`src/rtl/umi_address_remap_pipe.sv`:
```
// -----------------------------------------------------------------------------
// umi_address_remap_pipe
//
// Registered UMI request-path address remapper with a 2-entry skid pipeline.
// The chip-ID field of dstaddr (bits [IDSB+IDW-1:IDSB]) is rewritten using a
// runtime-programmable NMAPS-entry table. Traffic addressed to the local chip
// that falls inside [win_low, win_high] is shifted by win_offset instead.
//
// Optional feature macro: UMI_ADDRESS_REMAP_SRCADDR_EN
//   When defined, the srcaddr chip-ID field is reverse-mapped (new -> old)
//   through the same table so that responses find their way back.
//
// Ports:
//   clk, nreset            clock, asynchronous active-low reset
//   chipid                 local chip ID
//   cfg_valid/idx/en/old/new  table write port (takes effect next cycle)
//   win_offset/low/high    local address window (inclusive, unsigned)
//   cnt_clear              synchronous clear of hit_count (beats increment)
//   hit_count              saturating count of remapped accepted beats
//   umi_in_*               request input (valid/ready)
//   umi_out_*              request output (valid/ready), registered
// -----------------------------------------------------------------------------
module umi_address_remap_pipe #(
    parameter int CW    = 32,
    parameter int AW    = 64,
    parameter int DW    = 256,
    parameter int IDW   = 16,
    parameter int IDSB  = 40,
    parameter int NMAPS = 8,
    parameter int CNTW  = 32,
    localparam int IW   = (NMAPS > 1) ? $clog2(NMAPS) : 1
) (
    input  logic            clk,
    input  logic            nreset,
    input  logic [IDW-1:0]  chipid,
    input  logic            cfg_valid,
    input  logic [IW-1:0]   cfg_idx,
    input  logic            cfg_en,
    input  logic [IDW-1:0]  cfg_old,
    input  logic [IDW-1:0]  cfg_new,
    input  logic [AW-1:0]   win_offset,
    input  logic [AW-1:0]   win_low,
    input  logic [AW-1:0]   win_high,
    input  logic            cnt_clear,
    output logic [CNTW-1:0] hit_count,
    input  logic            umi_in_valid,
    input  logic [CW-1:0]   umi_in_cmd,
    input  logic [AW-1:0]   umi_in_dstaddr,
    input  logic [AW-1:0]   umi_in_srcaddr,
    input  logic [DW-1:0]   umi_in_data,
    output logic            umi_in_ready,
    output logic            umi_out_valid,
    output logic [CW-1:0]   umi_out_cmd,
    output logic [AW-1:0]   umi_out_dstaddr,
    output logic [AW-1:0]   umi_out_srcaddr,
    output logic [DW-1:0]   umi_out_data,
    input  logic            umi_out_ready
);

    typedef struct packed {
        logic [CW-1:0] cmd;
        logic [AW-1:0] dst;
        logic [AW-1:0] src;
        logic [DW-1:0] data;
    } beat_t;

    typedef enum logic [1:0] {
        EMPTY = 2'd0,
        ONE   = 2'd1,
        FULL  = 2'd2
    } state_t;

    // ---------------------------------------------------------------- table
    logic [NMAPS-1:0] en_q;
    logic [IDW-1:0]   old_q [NMAPS];
    logic [IDW-1:0]   new_q [NMAPS];

    always_ff @(posedge clk or negedge nreset) begin
        if (!nreset) begin
            en_q <= '0;
            for (int unsigned i = 0; i < NMAPS; i++) begin
                old_q[i] <= '0;
                new_q[i] <= '0;
            end
        end else if (cfg_valid && (int'(cfg_idx) < NMAPS)) begin
            en_q[cfg_idx]  <= cfg_en;
            old_q[cfg_idx] <= cfg_old;
            new_q[cfg_idx] <= cfg_new;
        end
    end

    // ---------------------------------------------------------------- remap
    logic [IDW-1:0] in_id;
    logic           tbl_match;
    logic [IDW-1:0] tbl_new;
    logic           win_hit;
    logic           tbl_hit;
    logic           remap_hit;
    beat_t          remap;

    always_comb begin
        in_id     = umi_in_dstaddr[IDSB+IDW-1:IDSB];
        tbl_match = 1'b0;
        tbl_new   = '0;
        // Ascending scan with a found flag: the lowest matching index wins.
        for (int unsigned i = 0; i < NMAPS; i++) begin
            if (!tbl_match && en_q[i] && (old_q[i] == in_id)) begin
                tbl_match = 1'b1;
                tbl_new   = new_q[i];
            end
        end

        win_hit   = (in_id == chipid) &&
                    (umi_in_dstaddr >= win_low) && (umi_in_dstaddr <= win_high);
        tbl_hit   = tbl_match && (in_id != chipid);
        remap_hit = win_hit || tbl_hit;

        remap.cmd  = umi_in_cmd;
        remap.dst  = umi_in_dstaddr;
        remap.src  = umi_in_srcaddr;
        remap.data = umi_in_data;

        if (win_hit) begin
            remap.dst = umi_in_dstaddr + win_offset;
        end else if (tbl_hit) begin
            remap.dst[IDSB+IDW-1:IDSB] = tbl_new;
        end
    end

`ifdef UMI_ADDRESS_REMAP_SRCADDR_EN
    logic [IDW-1:0] src_id;
    logic           src_match;
    logic [IDW-1:0] src_old;
    beat_t          remap_out;

    always_comb begin
        src_id    = umi_in_srcaddr[IDSB+IDW-1:IDSB];
        src_match = 1'b0;
        src_old   = '0;
        for (int unsigned i = 0; i < NMAPS; i++) begin
            if (!src_match && en_q[i] && (new_q[i] == src_id)) begin
                src_match = 1'b1;
                src_old   = old_q[i];
            end
        end
        remap_out = remap;
        if (src_match) begin
            remap_out.src[IDSB+IDW-1:IDSB] = src_old;
        end
    end
`else
    beat_t remap_out;

    always_comb begin
        remap_out = remap;
    end
`endif

    // ------------------------------------------------------------- pipeline
    state_t state_q, state_d;
    beat_t  out_q, out_d;
    beat_t  skid_q, skid_d;
    logic   in_ready_q;
    logic   out_valid_q;
    logic   accept;
    logic   drain;

    assign accept = umi_in_valid & in_ready_q;
    assign drain  = out_valid_q & umi_out_ready;

    always_comb begin
        state_d = state_q;
        out_d   = out_q;
        skid_d  = skid_q;
        case (state_q)
            EMPTY: begin
                if (accept) begin
                    out_d   = remap_out;
                    state_d = ONE;
                end
            end
            ONE: begin
                if (accept && drain) begin
                    out_d = remap_out;
                end else if (accept) begin
                    skid_d  = remap_out;
                    state_d = FULL;
                end else if (drain) begin
                    state_d = EMPTY;
                end
            end
            FULL: begin
                if (drain) begin
                    out_d   = skid_q;
                    state_d = ONE;
                end
            end
            default: state_d = EMPTY;
        endcase
    end

    // Ready and valid are flopped from the next state so neither depends
    // combinationally on umi_out_ready.
    always_ff @(posedge clk or negedge nreset) begin
        if (!nreset) begin
            state_q     <= EMPTY;
            out_q       <= '0;
            skid_q      <= '0;
            in_ready_q  <= 1'b1;
            out_valid_q <= 1'b0;
        end else begin
            state_q     <= state_d;
            out_q       <= out_d;
            skid_q      <= skid_d;
            in_ready_q  <= (state_d != FULL);
            out_valid_q <= (state_d != EMPTY);
        end
    end

    assign umi_in_ready    = in_ready_q;
    assign umi_out_valid   = out_valid_q;
    assign umi_out_cmd     = out_q.cmd;
    assign umi_out_dstaddr = out_q.dst;
    assign umi_out_srcaddr = out_q.src;
    assign umi_out_data    = out_q.data;

    // -------------------------------------------------------------- counter
    logic [CNTW-1:0] cnt_q, cnt_d;

    always_comb begin
        cnt_d = cnt_q;
        if (cnt_clear) begin
            cnt_d = '0;
        end else if (accept && remap_hit && (cnt_q != '1)) begin
            cnt_d = cnt_q + 1'b1;
        end
    end

    always_ff @(posedge clk or negedge nreset) begin
        if (!nreset) begin
            cnt_q <= '0;
        end else begin
            cnt_q <= cnt_d;
        end
    end

    assign hit_count = cnt_q;

endmodule
```
`config.mk`:
```
export PLATFORM = sky130hd
export DESIGN_NAME = umi_address_remap_pipe
export DESIGN_NICKNAME = d
export VERILOG_FILES = /design/src/rtl/umi_address_remap_pipe.sv
export SDC_FILE = /design/constraint.sdc
export NUM_CORES = 2
export LEC_CHECK = 0
export CAP_MARGIN = 20
export CELL_PAD_IN_SITES_DETAIL_PLACEMENT = 1
export CELL_PAD_IN_SITES_GLOBAL_PLACEMENT = 2
export CORE_ASPECT_RATIO = 0.9
export CORE_MARGIN = 3
export CORE_UTILIZATION = 29
export CTS_BUF_LIST = sky130_fd_sc_hd__clkbuf_8
export CTS_CLUSTER_DIAMETER = 200
export DETAILED_ROUTE_END_ITERATION = 7
export PLACE_DENSITY_LB_ADDON = 0.1
export SYNTH_ARGS = -nofsm -noshare
export SYNTH_HDL_FRONTEND = slang
export SYNTH_SLANG_ARGS = --single-unit
```
`constraint.sdc`:
```
create_clock -name clk -period 3.5 [get_ports clk]
set_input_delay 0.525 -clock clk [delete_from_list [all_inputs] [get_ports clk]]
set_output_delay 0.525 -clock clk [all_outputs]
set_load 0.03 [all_outputs]
```
# ---- Yosys cells after proc, flatten, opt, wreduce, memory -nomap -nowiden
# Cells that the tools add are included.
dict set report word_totals {
  ff_bits 1132
  inputBits 666
  output_inout_bits 450
  wordCells 134
}
dict set report classes {
  n_addsub 2
  n_lt_le_gt_ge 6
  eq_ne 17
  mux 39
  bitwise_logic 4
  reduce_logical 37
}
# cell count
set ops {}
lappend ops {{$mux 416} 3}
lappend ops {{$pmux 416 s3} 1}
lappend ops {{$bwmux 128} 2}
lappend ops {{$mux 16} 11}
lappend ops {{$eq 16x16->1} 9}
lappend ops {{$add 64x64->64} 1}
lappend ops {{$ge 64x64->1} 1}
lappend ops {{$le 64x64->1} 1}
lappend ops {{$mux 32} 2}
lappend ops {{$demux 16 s3} 1}
lappend ops {{$mux 40} 1}
lappend ops {{$add 32x1->32 const B} 1}
lappend ops {{$ne 32x32->1 const B} 1}
lappend ops {{$logic_and 1x1->1} 23}
lappend ops {{$ne 16x16->1} 1}
lappend ops {{$mux 2} 5}
lappend ops {{$mux 1} 9}
lappend ops {{$bwmux 8} 1}
lappend ops {{$mux 8} 1}
lappend ops {{$ne 2x2->1 const B} 4}
lappend ops {{$logic_not 1->1} 7}
lappend ops {{$pmux 2 s3} 1}
lappend ops {{$ge 4x4->1 const B} 1}
lappend ops {{$lt 3x4->1 const B} 1}
lappend ops {{other kinds (14)} 16}

# ---- Depth between registers and ports, before layout
dict set report depth {
  ltp_word 37
  mapped_depth 14
  depth_no_buf 13
}

# ---- Worst setup path before layout
# OpenSTA, ideal clock, no wires.
dict set report synth_path {
  path_kind {in2reg}
  start {input win_offset[14]}
  end {register out_q, in the netlist umi_out_dstaddr[63]}
  setup_ns 0.064
  arrival_time_ns 3.543
  required_time_ns 3.436
  slack_ns -0.107
  stages 12
  cell_sequence {ha_1 -> clkbuf_1 -> nand4_1 -> nor4_1 -> o211ai_1 -> a211o_1 -> a211o_1 -> a311o_1 -> and3_1 -> or4_1 -> a311oi_1 -> a21o_1}
}
dict set report synth_between {
  elab_chain_len 4
}
# item line_no
set synth_rtl {}
lappend synth_rtl {{start, declared} 41} ;# input logic [AW-1:0] win_offset,
lappend synth_rtl {{$add 64x64->64 (*)} 124} ;# remap.dst = umi_in_dstaddr + win_offset;
lappend synth_rtl {{$mux 8 (*)} 123} ;# if (win_hit) begin
lappend synth_rtl {{$mux 416, on equally long branches} {183, 177}}
lappend synth_rtl {{$pmux 416 s3 (*)} 175} ;# case (state_q)
lappend synth_rtl {{end signal, assigned} 213} ;# out_q <= out_d;
lappend synth_rtl {{end, declared} 161} ;# beat_t out_q, out_d;
# Every way passes the cells marked *; elsewhere a longest branch is shown, timed or not. The select of a mux whose other input is x is not followed.
# A chain may end at the register's enable or synchronous reset.

# ---- Worst setup path after layout
dict set report layout_path {
  start {register old_q[78] in the netlist's numbering}
  end {register cnt_q[27] (netlist: hit_count[27])}
}
dict set report layout_between {
  elab_chain_len 24
}
# item line_no
set layout_rtl {}
lappend layout_rtl {{start, declared} 75} ;# logic [IDW-1:0] old_q [NMAPS];
lappend layout_rtl {{start signal, assigned by index} 87} ;# old_q[cfg_idx] <= cfg_old;
lappend layout_rtl {{$eq 16x16->1 (*)} 107} ;# if (!tbl_match && en_q[i] && (old_q[i] == in_id)) begin
lappend layout_rtl {{$logic_and 1x1->1 (*)} 107}
lappend layout_rtl {{$mux 1 (*)} 107}
lappend layout_rtl {{$logic_not 1->1} 107}
lappend layout_rtl {{$logic_and 1x1->1 (2 in a row)} 107}
lappend layout_rtl {{$mux 1 (*)} 107}
lappend layout_rtl {{$logic_not 1->1} 107}
lappend layout_rtl {{$logic_and 1x1->1 (2 in a row)} 107}
lappend layout_rtl {{(+4 left out)} n/a}
lappend layout_rtl {{$mux 1 (*)} 107}
lappend layout_rtl {{$logic_not 1->1} 107}
lappend layout_rtl {{$logic_and 1x1->1 (2 in a row)} 107}
lappend layout_rtl {{$mux 1 (*)} 107}
lappend layout_rtl {{$logic_and 1x1->1 (*)} 115} ;# tbl_hit = tbl_match && (in_id != chipid);
lappend layout_rtl {{$logic_or 1x1->1 (*)} 116} ;# remap_hit = win_hit || tbl_hit;
lappend layout_rtl {{$logic_and 1x1->1 (*) (2 in a row)} 234} ;# end else if (accept && remap_hit && (cnt_q != '1)) begin
lappend layout_rtl {{$reduce_bool 2->1 (no line) (*)} n/a}
lappend layout_rtl {{end signal, assigned} 243} ;# cnt_q <= cnt_d;
lappend layout_rtl {{end, declared} 228} ;# logic [CNTW-1:0] cnt_q, cnt_d;
# Every way passes the cells marked *; elsewhere a longest branch is shown, timed or not.

==> impl_metrics.env <==
export IMPL_status="complete, but fails checks"
export IMPL_failed_checks="negative setup slack"
export IMPL_cellInternalPower_mw=36.9
export IMPL_dpl_instance_area_sq_mm=0.0766
export IMPL_hold_depth=3
export IMPL_yosysUniqueCellTypes=90
export IMPL_r2r_cells=12
export IMPL_synth_edff_count=0
export IMPL_synth_cell_area_sq_mm=0.0572
export IMPL_cts_sinks=1132
export IMPL_htreeDepth=4
export IMPL_yosysTopAreaCellShare_pct=49.5
export IMPL_grt_pass1_wl_um=388000
export IMPL_r2r_end="hit_count[27]"
export IMPL_synthFlopType="dfrtp_1"
export IMPL_num_vias=54100
export IMPL_track_usage_pct=25.7
export IMPL_ys_top_cells_by_area="dfrtp_1, nand2_1, mux2_2"
export IMPL_period_needed_ns=3.71
export IMPL_drive_gt1_share_pct=17.6
export IMPL_drtIter0Drc=3215
export IMPL_seq_power_share_pct=34.3
export IMPL_vdd_drop_max_uv=412
export IMPL_arrival_ns=4.57
export IMPL_clk_pin_slew_ns=0.07
export IMPL_cp_max_fo=8
export IMPL_ios=1116
export IMPL_r2r_start="old_q[78]"
export IMPL_place_hpwl_um=201000
export IMPL_fin_ws_ns=-0.212
export IMPL_die_w_um=474
export IMPL_antenna_found_initial=68
export IMPL_wl_per_cell_um=24.5
export IMPL_crit_family="simple AND/OR/NAND/NOR gates"
export IMPL_multi_input_comb_area_sq_mm=0.0274
export IMPL_numCtsBuffers=210
export IMPL_slowest_delay_ns=0.60
export IMPL_die_h_um=427
export IMPL_avgSynthCellArea_sq_um=9.01
export IMPL_maxSlewViolCount=0
export IMPL_drt_total_wl_um=267000
export IMPL_max_freq_mhz=269
export IMPL_grt_start_max_net_pins=132
export IMPL_cts_tree="yes"
export IMPL_totalPowerFinal_mw=64.1
export IMPL_post_route_drc_count=0
export IMPL_critical_path_slowest_cell="or4_4"
export IMPL_first_global_vias=56700
export IMPL_synth_most_common_cell="nand2_1"
export IMPL_p_sw_mw=27.1
export IMPL_pwr_share_clk_pct=21.3
export IMPL_critPathKind="flip-flop to flip-flop"
export IMPL_synth_cells=6347
export IMPL_syn2layout_area_growth_pct=44.8
export IMPL_end_kind="flip-flop"
export IMPL_relSlewSlack_pct=37.8
export IMPL_n_fill_cell=22200
export IMPL_synth_common_cells="nand2_1, dfrtp_1, nor2_1"
export IMPL_yosys_warnings=0
export IMPL_timing_critical_path_buf_inv=3
export IMPL_viasPerCell=4.98
export IMPL_crit_required_ns=4.35
export IMPL_port_buffers=1115
export IMPL_cp_cell_sequence="xor2_1 > buf_4 > or4_4 > or4_4 > o22ai_4 > buf_6 > nor4b_4 > a21o_1 > a2111o_1 > buf_6 > or3_4 > a21oi_2"
export IMPL_synthArstFlopShare_pct=100
export IMPL_clkLatencyLatePin_ns=1.00
export IMPL_fin_skew_ns=0.0801
export IMPL_synth_top_area_cell="dfrtp_1"
export IMPL_hold_path_startpoint="umi_in_data[230]"
export IMPL_powerDensity_mw_per_mm2=774
export IMPL_rrSetupSlack_ns=-0.21
export IMPL_switching_share_pct=42.4
export IMPL_fin_area_sq_mm=0.0828
export IMPL_finalCritPeriodShare_pct=106
export IMPL_hold_class="input port to flip-flop"
export IMPL_final_setup_viol_count=30
export IMPL_grt_ovfl_total=0
export IMPL_postRouteAntennaNets=0
export IMPL_placementRows=153
export IMPL_fp_dieArea_sq_mm=0.202
export IMPL_hold_path_endpoint="skid_q[230]"
export IMPL_root_buffer="clkbuf_8"
export IMPL_synth_nets=7206
export IMPL_core_area_sq_mm=0.194
export IMPL_finalHoldViolations=0
export IMPL_timing_max_cap_violations=0
export IMPL_power_frac_comb_pct=44.4
export IMPL_place_congestion=0.911
export IMPL_ff_latch_area_sq_mm=0.0283
export IMPL_p_leak_nw=37.8
export IMPL_yosysSeqAreaShare_pct=49.6
export IMPL_start_kind="flip-flop"
export IMPL_tightestPinTransition_ns=0.933
export IMPL_final_nets=8990
export IMPL_cts_buffer_depth=3
export IMPL_firstDrtPassIters=5
export IMPL_rsz0062_at_grt="yes"
export IMPL_start_util_pct=29.4
export IMPL_synth_seq_cells=1132
-- through the flow --
step                utilization [%]  cells  hold WS, ns  setup WS (ns)  setup TNS (ns)
global route                   42.6  10900       0.0435         -0.352           -7.20
global placement               39.4  10400        0.452          -1.53         -137.02
floorplan                         -   6347        0.229        -0.0146         -0.0214
detailed placement             39.4  10400        0.456          -1.42         -145.36
finish                         42.6  10900        0.134         -0.212           -3.12
CTS                            42.2  10800     0.000526         -0.112           -1.45
-- flip-flops by register name (all words and copies together) (netlist names) --
register	cells
hit_count	32
umi_out_valid	1
old_q	128
umi_out_dstaddr	64
umi_in_ready	1
en_q	8
state_q	2
umi_out_data	256
umi_out_srcaddr	64
skid_q	416
umi_out_cmd	32
new_q	128
-- layer usage --
layer | routed length [um] | global-route usage (%)
met5 | 104 | 0
met4 | 9730 | 8.87
met3 | 15100 | 5.64
met2 | 131000 | 44.1
met1 | 111000 | 31.7
-- layout by cell type, fill, tap and decap left out, drive strengths merged, types with 33 or more instances in the layout --
cell type	synthesis	routed
nand4	90	90
dlygate4sd3	2	92
a21oi	190	190
a31oi	370	370
mux2	276	276
mux2i	47	47
a21o	98	98
diode	0	33
nand2	1969	1969
nor3	37	37
inv	164	250
xnor2	149	149
clkdlybuf4s50	0	1111
nand3	57	57
xor2	63	63
nor2	475	475
and3	33	33
dfrtp	1131	1131
o21ai	182	182
ha	192	192
clkbuf	352	258
buf	28	748
-- how the worst max path moves through the flow --
stage,to,slack [ns],start,cells past startpoint
detailed placement,umi_out_dstaddr[48],-1.42,umi_in_dstaddr[44],15
floorplan,hit_count[17],-0.01,umi_in_dstaddr[55],11
global route,umi_out_dstaddr[51],-0.35,old_q[78],13
CTS,umi_out_dstaddr[51],-0.11,old_q[68],13
finish,hit_count[27],-0.21,old_q[78],12
global placement,umi_out_dstaddr[48],-1.53,umi_in_dstaddr[44],15
-- worst reg2reg max path, cell delays in order (launching register included) --
cell and delay [ns]:
dfrtp_1 0.39, xor2_1 0.15, buf_4 0.13, or4_4 0.50, or4_4 0.60, o22ai_4 0.23, buf_6 0.15, nor4b_4 0.05
a21o_1 0.25, a2111o_1 0.50, buf_6 0.16, or3_4 0.33, a21oi_2 0.12
-- cell families (layout without fill, tap and decap cells) --
group           count (synthesis)  after routing  synth area share [%]
compound gates               1072           1072                  12.1
xor+xnor                      212            212                  3.25
fa+ha+maj                     193            193                  4.24
buf+inv                       546           2489                  3.74
flops                        1132           1132                  49.6
mux                           323            323                  6.26
other cells                     0             33                     0
simple gates                 2869           2869                  20.9
-- final cells by class --
type                            instances  share of cell area, %
Multi-Input combinational cell       4669                   33.1
Tap cell                             2557                   3.86
Inverter                              164                  0.751
Timing Repair Buffer                 1954                   22.6
Antenna cell                           33                 0.0997
Clock buffer                          258                   4.29
Sequential cell                      1132                   34.2
Clock inverter                        113                   1.02
-- power groups by stage --
| stage | combinational (mW) | clock [mW] | sequential (mW) |
|---|---|---|---|
| 2_1_floorplan | 10.7 | 0 | 25.8 |
| 3_3_place_gp | 28.1 | 0 | 22.0 |
| 3_5_place_dp | 28.6 | 0 | 22.2 |
| 4_1_cts | 28.8 | 14.1 | 22.0 |
| 5_1_grt | 30.9 | 14.7 | 22.6 |
| 6_report | 28.4 | 13.6 | 22.0 |
-- repair_timing --
| action | 4_1_cts | 5_1_grt |
|---|---|---|
| buffers inserted | 8 | 11 |
| cloned | 0 | 1 |
| pin swaps | 21 | 56 |
| endpoints found under the hold margin | 1030 | 0 |
| endpoints found under the setup margin | 48 | 123 |
| gates resized for setup | 57 | 97 |
| hold buffers | 92 | 0 |
No activity file was read; power rests on OpenSTA's default activity.
